<file path="src/rtl/alu_share_arbiter_if.sv">
// Request/response handshake bundle between two requesters, one consumer and alu_share_arbiter.
// The master side drives requests and response acceptance; the slave side is the arbiter.
interface alu_share_arbiter_if;
    logic [1:0]  req_valid;
    logic [1:0]  req_ready;
    logic [24:0] req0_data;
    logic [24:0] req1_data;
    logic        rsp_valid;
    logic        rsp_ready;
    logic [7:0]  rsp_data;
    logic        rsp_id;

    modport master (
        output req_valid, req0_data, req1_data, rsp_ready,
        input  req_ready, rsp_valid, rsp_data, rsp_id
    );

    modport slave (
        input  req_valid, req0_data, req1_data, rsp_ready,
        output req_ready, rsp_valid, rsp_data, rsp_id
    );
endinterface

</file>
<file path="src/rtl/alu_share_arbiter.sv">
// Round-robin sharing of one combinational 8-bit ALU between two requesters, one op in flight.
// Define ALU_ARB_STATS_EN to add saturating per-requester grant counters (grant_cnt0/1).
module alu_share_arbiter #(
    parameter int ALU_LAT = 1
) (
    input  logic               clk,
    input  logic               rst,
    alu_share_arbiter_if.slave bus,
    output logic [7:0]         alu_a,
    output logic [7:0]         alu_b,
    output logic [1:0]         alu_s1,
    output logic [2:0]         alu_s2,
    output logic [3:0]         alu_s3,
    input  logic [7:0]         alu_o,
    output logic               busy
`ifdef ALU_ARB_STATS_EN
    ,
    output logic [15:0]        grant_cnt0,
    output logic [15:0]        grant_cnt1
`endif
);

    typedef enum logic [1:0] {
        IDLE  = 2'd0,
        ISSUE = 2'd1,
        RESP  = 2'd2
    } state_t;

    localparam logic [3:0] CNT_LAST = 4'(ALU_LAT - 1);

    state_t      state_q, state_d;
    logic        prio_q, prio_d;
    logic [3:0]  cnt_q, cnt_d;
    logic [24:0] op_q, op_d;
    logic        rsp_valid_q, rsp_valid_d;
    logic        rsp_id_q, rsp_id_d;
    logic [7:0]  rsp_data_q, rsp_data_d;
    logic        sel;
    logic        hs;

    // prio_q names the requester that wins when both are valid.
    always_comb begin
        sel = bus.req_valid[1];
        if (bus.req_valid == 2'b11) sel = prio_q;
        bus.req_ready = 2'b00;
        if (state_q == IDLE && !rst && bus.req_valid != 2'b00)
            bus.req_ready = sel ? 2'b10 : 2'b01;
    end

    assign hs = |bus.req_ready;

    always_comb begin
        state_d     = state_q;
        prio_d      = prio_q;
        cnt_d       = cnt_q;
        op_d        = op_q;
        rsp_valid_d = rsp_valid_q;
        rsp_id_d    = rsp_id_q;
        rsp_data_d  = rsp_data_q;
        case (state_q)
            IDLE: begin
                if (hs) begin
                    state_d  = ISSUE;
                    op_d     = sel ? bus.req1_data : bus.req0_data;
                    rsp_id_d = sel;
                    prio_d   = ~sel;
                    cnt_d    = 4'd0;
                end
            end
            ISSUE: begin
                if (cnt_q == CNT_LAST) begin
                    rsp_data_d  = alu_o;
                    rsp_valid_d = 1'b1;
                    state_d     = RESP;
                end else begin
                    cnt_d = cnt_q + 4'd1;
                end
            end
            RESP: begin
                if (bus.rsp_ready) begin
                    rsp_valid_d = 1'b0;
                    state_d     = IDLE;
                end
            end
            default: state_d = IDLE;
        endcase
    end

    always_ff @(posedge clk) begin
        if (rst) begin
            state_q     <= IDLE;
            prio_q      <= 1'b0;
            cnt_q       <= 4'd0;
            op_q        <= 25'd0;
            rsp_valid_q <= 1'b0;
            rsp_id_q    <= 1'b0;
            rsp_data_q  <= 8'd0;
        end else begin
            state_q     <= state_d;
            prio_q      <= prio_d;
            cnt_q       <= cnt_d;
            op_q        <= op_d;
            rsp_valid_q <= rsp_valid_d;
            rsp_id_q    <= rsp_id_d;
            rsp_data_q  <= rsp_data_d;
        end
    end

    // Op packing is {s3, s2, s1, b, a}; the registers persist after completion.
    assign alu_a  = op_q[7:0];
    assign alu_b  = op_q[15:8];
    assign alu_s1 = op_q[17:16];
    assign alu_s2 = op_q[20:18];
    assign alu_s3 = op_q[24:21];

    assign bus.rsp_valid = rsp_valid_q;
    assign bus.rsp_id    = rsp_id_q;
    assign bus.rsp_data  = rsp_data_q;
    assign busy          = (state_q != IDLE);

`ifdef ALU_ARB_STATS_EN
    logic [15:0] grant_cnt0_q, grant_cnt0_d;
    logic [15:0] grant_cnt1_q, grant_cnt1_d;

    always_comb begin
        grant_cnt0_d = grant_cnt0_q;
        grant_cnt1_d = grant_cnt1_q;
        if (hs && !sel && grant_cnt0_q != 16'hFFFF) grant_cnt0_d = grant_cnt0_q + 16'd1;
        if (hs &&  sel && grant_cnt1_q != 16'hFFFF) grant_cnt1_d = grant_cnt1_q + 16'd1;
    end

    always_ff @(posedge clk) begin
        if (rst) begin
            grant_cnt0_q <= 16'd0;
            grant_cnt1_q <= 16'd0;
        end else begin
            grant_cnt0_q <= grant_cnt0_d;
            grant_cnt1_q <= grant_cnt1_d;
        end
    end

    assign grant_cnt0 = grant_cnt0_q;
    assign grant_cnt1 = grant_cnt1_q;
`endif

endmodule

</file>
<file path="src/flat_wrapper.sv">
// flat-port wrapper written by rule: the top's interface ports become plain ports
module alu_share_arbiter_flat 
#(
    parameter int ALU_LAT = 1
)
  (clk, rst, alu_a, alu_b, alu_s1, alu_s2, alu_s3, alu_o, busy, bus_req_valid, bus_req0_data, bus_req1_data, bus_rsp_ready, bus_req_ready, bus_rsp_valid, bus_rsp_data, bus_rsp_id);
  alu_share_arbiter_if bus_i ();
  input  logic clk;
  input  logic rst;
  output logic [7:0] alu_a;
  output logic [7:0] alu_b;
  output logic [1:0] alu_s1;
  output logic [2:0] alu_s2;
  output logic [3:0] alu_s3;
  input  logic [7:0] alu_o;
  output logic busy;
  input wire logic [$bits(bus_i.req_valid)-1:0] bus_req_valid;
  input wire logic [$bits(bus_i.req0_data)-1:0] bus_req0_data;
  input wire logic [$bits(bus_i.req1_data)-1:0] bus_req1_data;
  input wire logic [$bits(bus_i.rsp_ready)-1:0] bus_rsp_ready;
  output wire logic [$bits(bus_i.req_ready)-1:0] bus_req_ready;
  output wire logic [$bits(bus_i.rsp_valid)-1:0] bus_rsp_valid;
  output wire logic [$bits(bus_i.rsp_data)-1:0] bus_rsp_data;
  output wire logic [$bits(bus_i.rsp_id)-1:0] bus_rsp_id;
  assign bus_i.req_valid = bus_req_valid;
  assign bus_i.req0_data = bus_req0_data;
  assign bus_i.req1_data = bus_req1_data;
  assign bus_i.rsp_ready = bus_rsp_ready;
  assign bus_req_ready = bus_i.req_ready;
  assign bus_rsp_valid = bus_i.rsp_valid;
  assign bus_rsp_data = bus_i.rsp_data;
  assign bus_rsp_id = bus_i.rsp_id;
  alu_share_arbiter #(.ALU_LAT(ALU_LAT)) u_core (.clk(clk), .rst(rst), .bus(bus_i), .alu_a(alu_a), .alu_b(alu_b), .alu_s1(alu_s1), .alu_s2(alu_s2), .alu_s3(alu_s3), .alu_o(alu_o), .busy(busy));
endmodule
</file>
<file path="config.mk">
export PLATFORM = sky130hd
export DESIGN_NAME = alu_share_arbiter_flat
export DESIGN_NICKNAME = d
export VERILOG_FILES = /design/src/rtl/alu_share_arbiter_if.sv /design/src/rtl/alu_share_arbiter.sv /design/src/flat_wrapper.sv
export SDC_FILE = /design/constraint.sdc
export NUM_CORES = 1
export LEC_CHECK = 0
export ABC_CLOCK_PERIOD_IN_PS = 1800
export BUFFER_PORTS_ARGS = -buffer_cell sky130_fd_sc_hd__clkbuf_2
export CORE_MARGIN = 1
export CORE_UTILIZATION = 46
export CTS_CLUSTER_DIAMETER = 200
export DETAILED_ROUTE_END_ITERATION = 6
export PLACE_DENSITY = 0.82
export SYNTH_ARGS = -nofsm -noshare
export SYNTH_HDL_FRONTEND = slang
export SYNTH_SLANG_ARGS = --single-unit
</file>
<file path="constraint.sdc">
create_clock -name clk -period 1.8 [get_ports clk]
set_input_delay 0.09 -clock clk [delete_from_list [all_inputs] [get_ports clk]]
set_output_delay 0.09 -clock clk [all_outputs]
set_load 0.01 [all_outputs]
</file>
==> flow_metrics.py <==
metrics = {
    "timing": {
        "fmax_ghz": 0.606,
        "fin_skew_ns": 0.00614,
        "slew_violations": 0,
        "layout_min_cycle_time_ns": 1.65,
        "period_share_pct": 91.7,
        "max_slew_margin_pct": 71.4,
        "hold_viol": 0,
        "fin_setup_tns_ns": 0,
        "setup_viol": 0,
        "tightest_slew_ns": 0.429,
        "rsz0062_at_grt": "no",
    },
    "detailed_routing": {
        "drt-total-wl_um": 5580,
        "route.met2.wl_um": 2710,
        "drcViolationCount": 0,
        "top_layer": "met4",
        "vias": 2227,
        "drt-pass1-iter-count": 4,
        "antenna_left": 0,
        "avgViaCountPerCell": 5.81,
        "wire_per_inst_um": 14.6,
        "first_iter_violations": 181,
        "dr_wl_met3_um": 326,
        "wl_met1_um": 2430,
    },
    "power": {
        "leakagePower_uw": 0.00113,
        "p_total_uw": 2230,
        "vdd.ir_drop.worst_v": 0.000472,
        "power.density_nw_per_um2": 823,
    },
    "layout": {
        "syn2layout_area_growth_pct": 30.8,
        "fin_nets": 397,
        "drive_gt1_share_pct": 38.1,
        "num_antenna_cells": 0,
    },
    "synth": {
        "seq_area_frac_synth_pct": 40.6,
        "syn_area_per_cell_um2": 8.67,
        "yosysWarnings": 0,
        "yosysUniqueCellTypes": 33,
        "ys_ff_latch": 42,
        "syn_nets": 304,
        "synth_cells": 239,
        "netlist_area_um2": 2070,
    },
    "critical_path": {
        "cp_max_fo": 10,
        "arrival_ns": 1.56,
        "crit_type": "register to output port",
        "critical_path_required_ns": 1.71,
        "start_kind": "register",
        "critPathCaptureType": "output port",
    },
    "clock_network": {
        "worstSkewPairLatency_ns": 0.29,
        "cts_hold_buf": 0,
        "ctsResizeCount": 0,
        "cts_tree": "built",
        "cts_made_buffers": 5,
        "clock_sinks": 42,
        "cts_setup_buffers": 0,
        "cts_buffer_depth": 2,
        "root_buffer": "clkbuf_8",
        "clkTransAtPathRegs_ns": 0.07,
        "htreeDepth": 2,
    },
    "place": {
        "io_buffer_count": 100,
        "place.gp.congestion": 0.795,
        "dp_hpwl_um": 3960,
    },
    "status": {
        "status": "complete, no violations",
    },
    "global_route": {
        "grt_pass1_vias": 2139,
        "grt_pass1_wl_um": 9600,
        "antenna_found_initial": 0,
        "grt-ovfl-total": 0,
        "track_usage_pct": 24.2,
        "grt_max_degree": 49,
    },
    "floorplanning": {
        "dieHeight_um": 69.1,
        "core_area_um2": 4350,
        "dieWidth_um": 69.1,
        "ios": 101,
        "std_cell_rows": 24,
        "start_util_pct": 47.6,
        "die-area_um2": 4780,
    },
    "hold_path": {
        "hp-class": "primary input to register",
    },
    "flow_run": {
        "max_cap_viol_count": 0,
    },
}
[layer usage]
layer,global-route usage (%),up-vias
met4,9.30,0
met1,30.1,1018
met3,4.68,11
met5,0,-
met2,41.0,85
li1,-,1113
[worst max-delay path: stages, from the launching register on]
cell      delay [ns]
dfxtp_1         0.36
nor2_4          0.17
inv_2           0.11
nor3_4          0.18
buf_4           0.20
o21a_1          0.13
clkbuf_2        0.12
[power by group]
part / internal [µW] / switching, µW / total (µW)
Clock: 296 / 302 / 597
Sequential: 1010 / 47.2 / 1060
Combinational: 261 / 314 / 575
Total: 1570 / 663 / 2230
[state kept, by name, summed over array words and instances (netlist names)]
signal and count:
u_core.bus.rsp_valid 1, u_core.state_q 2, u_core.prio_q 1, u_core.bus.rsp_data 8, u_core.bus.rsp_id 1, u_core.cnt_q 4
u_core.op_q 25
[metrics by stage]
stage	worst slack (ns)	hold WS (ns)	cells	util (%)	instance area, µm²
5_1_grt	0.0845	0.0377	383	62.3	2710
2_1_floorplan	0.340	0.238	239	-	2070
6_report	0.149	0.0296	383	62.3	2710
4_1_cts	0.153	0.0280	383	62.3	2710
3_3_place_gp	0.334	0.331	377	60.4	2630
3_5_place_dp	0.240	0.338	377	60.4	2630
[synth_stat cells, drive strengths merged]
cell	n	area [µm²]
nor3	2	21.3
clkbuf	15	56.3
o21ai	37	185
or3b	2	17.5
a311oi	25	219
ha	2	25.0
and2b	1	7.51
o31ai	1	7.51
or3	2	12.5
nand3	12	60.1
nor3b	1	7.51
nor2b	1	6.26
o21a	1	7.51
o221ai	2	17.5
o211a	1	10.0
nand2	2	7.51
a21oi	16	80.1
clkinv	1	3.75
buf	12	75.1
or2	1	6.26
nor2	3	21.3
or4	1	7.51
dfxtp	42	841
nand3b	26	195
inv	5	18.8
nand2b	1	6.26
a31oi	24	150
[area by class of cell]
type | instances | area, µm²
fill | 391 | 1640
multi-input combinational | 164 | 1080
sequential | 42 | 841
timing repair buffer | 113 | 623
clock buffer | 6 | 82.6
tap | 52 | 65.1
inverter | 6 | 22.5
[cell families (layout without fill, tap and decap cells)]
kind of cell               count (synthesis)  count (layout)  share of synthesized area (%)
DFF                                       42              42                           40.6
buffers and inverters                     33             125                           7.42
AOI/OAI and AO/OA                        107             107                           32.6
adders and majority gates                  2               2                           1.21
and+or+nand+nor                           55              55                           18.2
[path summary, 6_finish.rpt]
| path | startpoint | to | slack, ns | depth (start not counted) |
|---|---|---|---|---|
| setup / recovery | u_core.state_q[0]$_SDFFE_PP0P_ | bus_req_ready[0] | 0.15 | 6 |
| hold / removal | alu_o[6] | u_core.bus.rsp_data[6]$_SDFFE_PP0N_ | 0.03 | 3 |
| setup reg to reg | u_core.cnt_q[0]$_SDFFE_PP0P_ | u_core.bus.rsp_data[2]$_SDFFE_PP0N_ | 0.23 | 5 |
| hold reg to reg | u_core.bus.rsp_valid$_SDFFE_PP0P_ | u_core.bus.rsp_valid$_SDFFE_PP0P_ | 0.47 | 2 |
[layout by cell type (no fill, tap or decap), drive strengths merged, types with 2 or more instances in the layout]
cell,Yosys,final
inv,5,5
nand3b,26,26
a31oi,24,24
or3,2,2
clkbuf,15,106
dfxtp,42,42
o221ai,2,2
nand2,2,2
buf,12,13
nand3,12,12
nor2,3,3
a21oi,16,16
nor3,2,2
o21ai,37,37
a311oi,25,25
or3b,2,2
ha,2,2
Power figures use the tool's default switching activity.
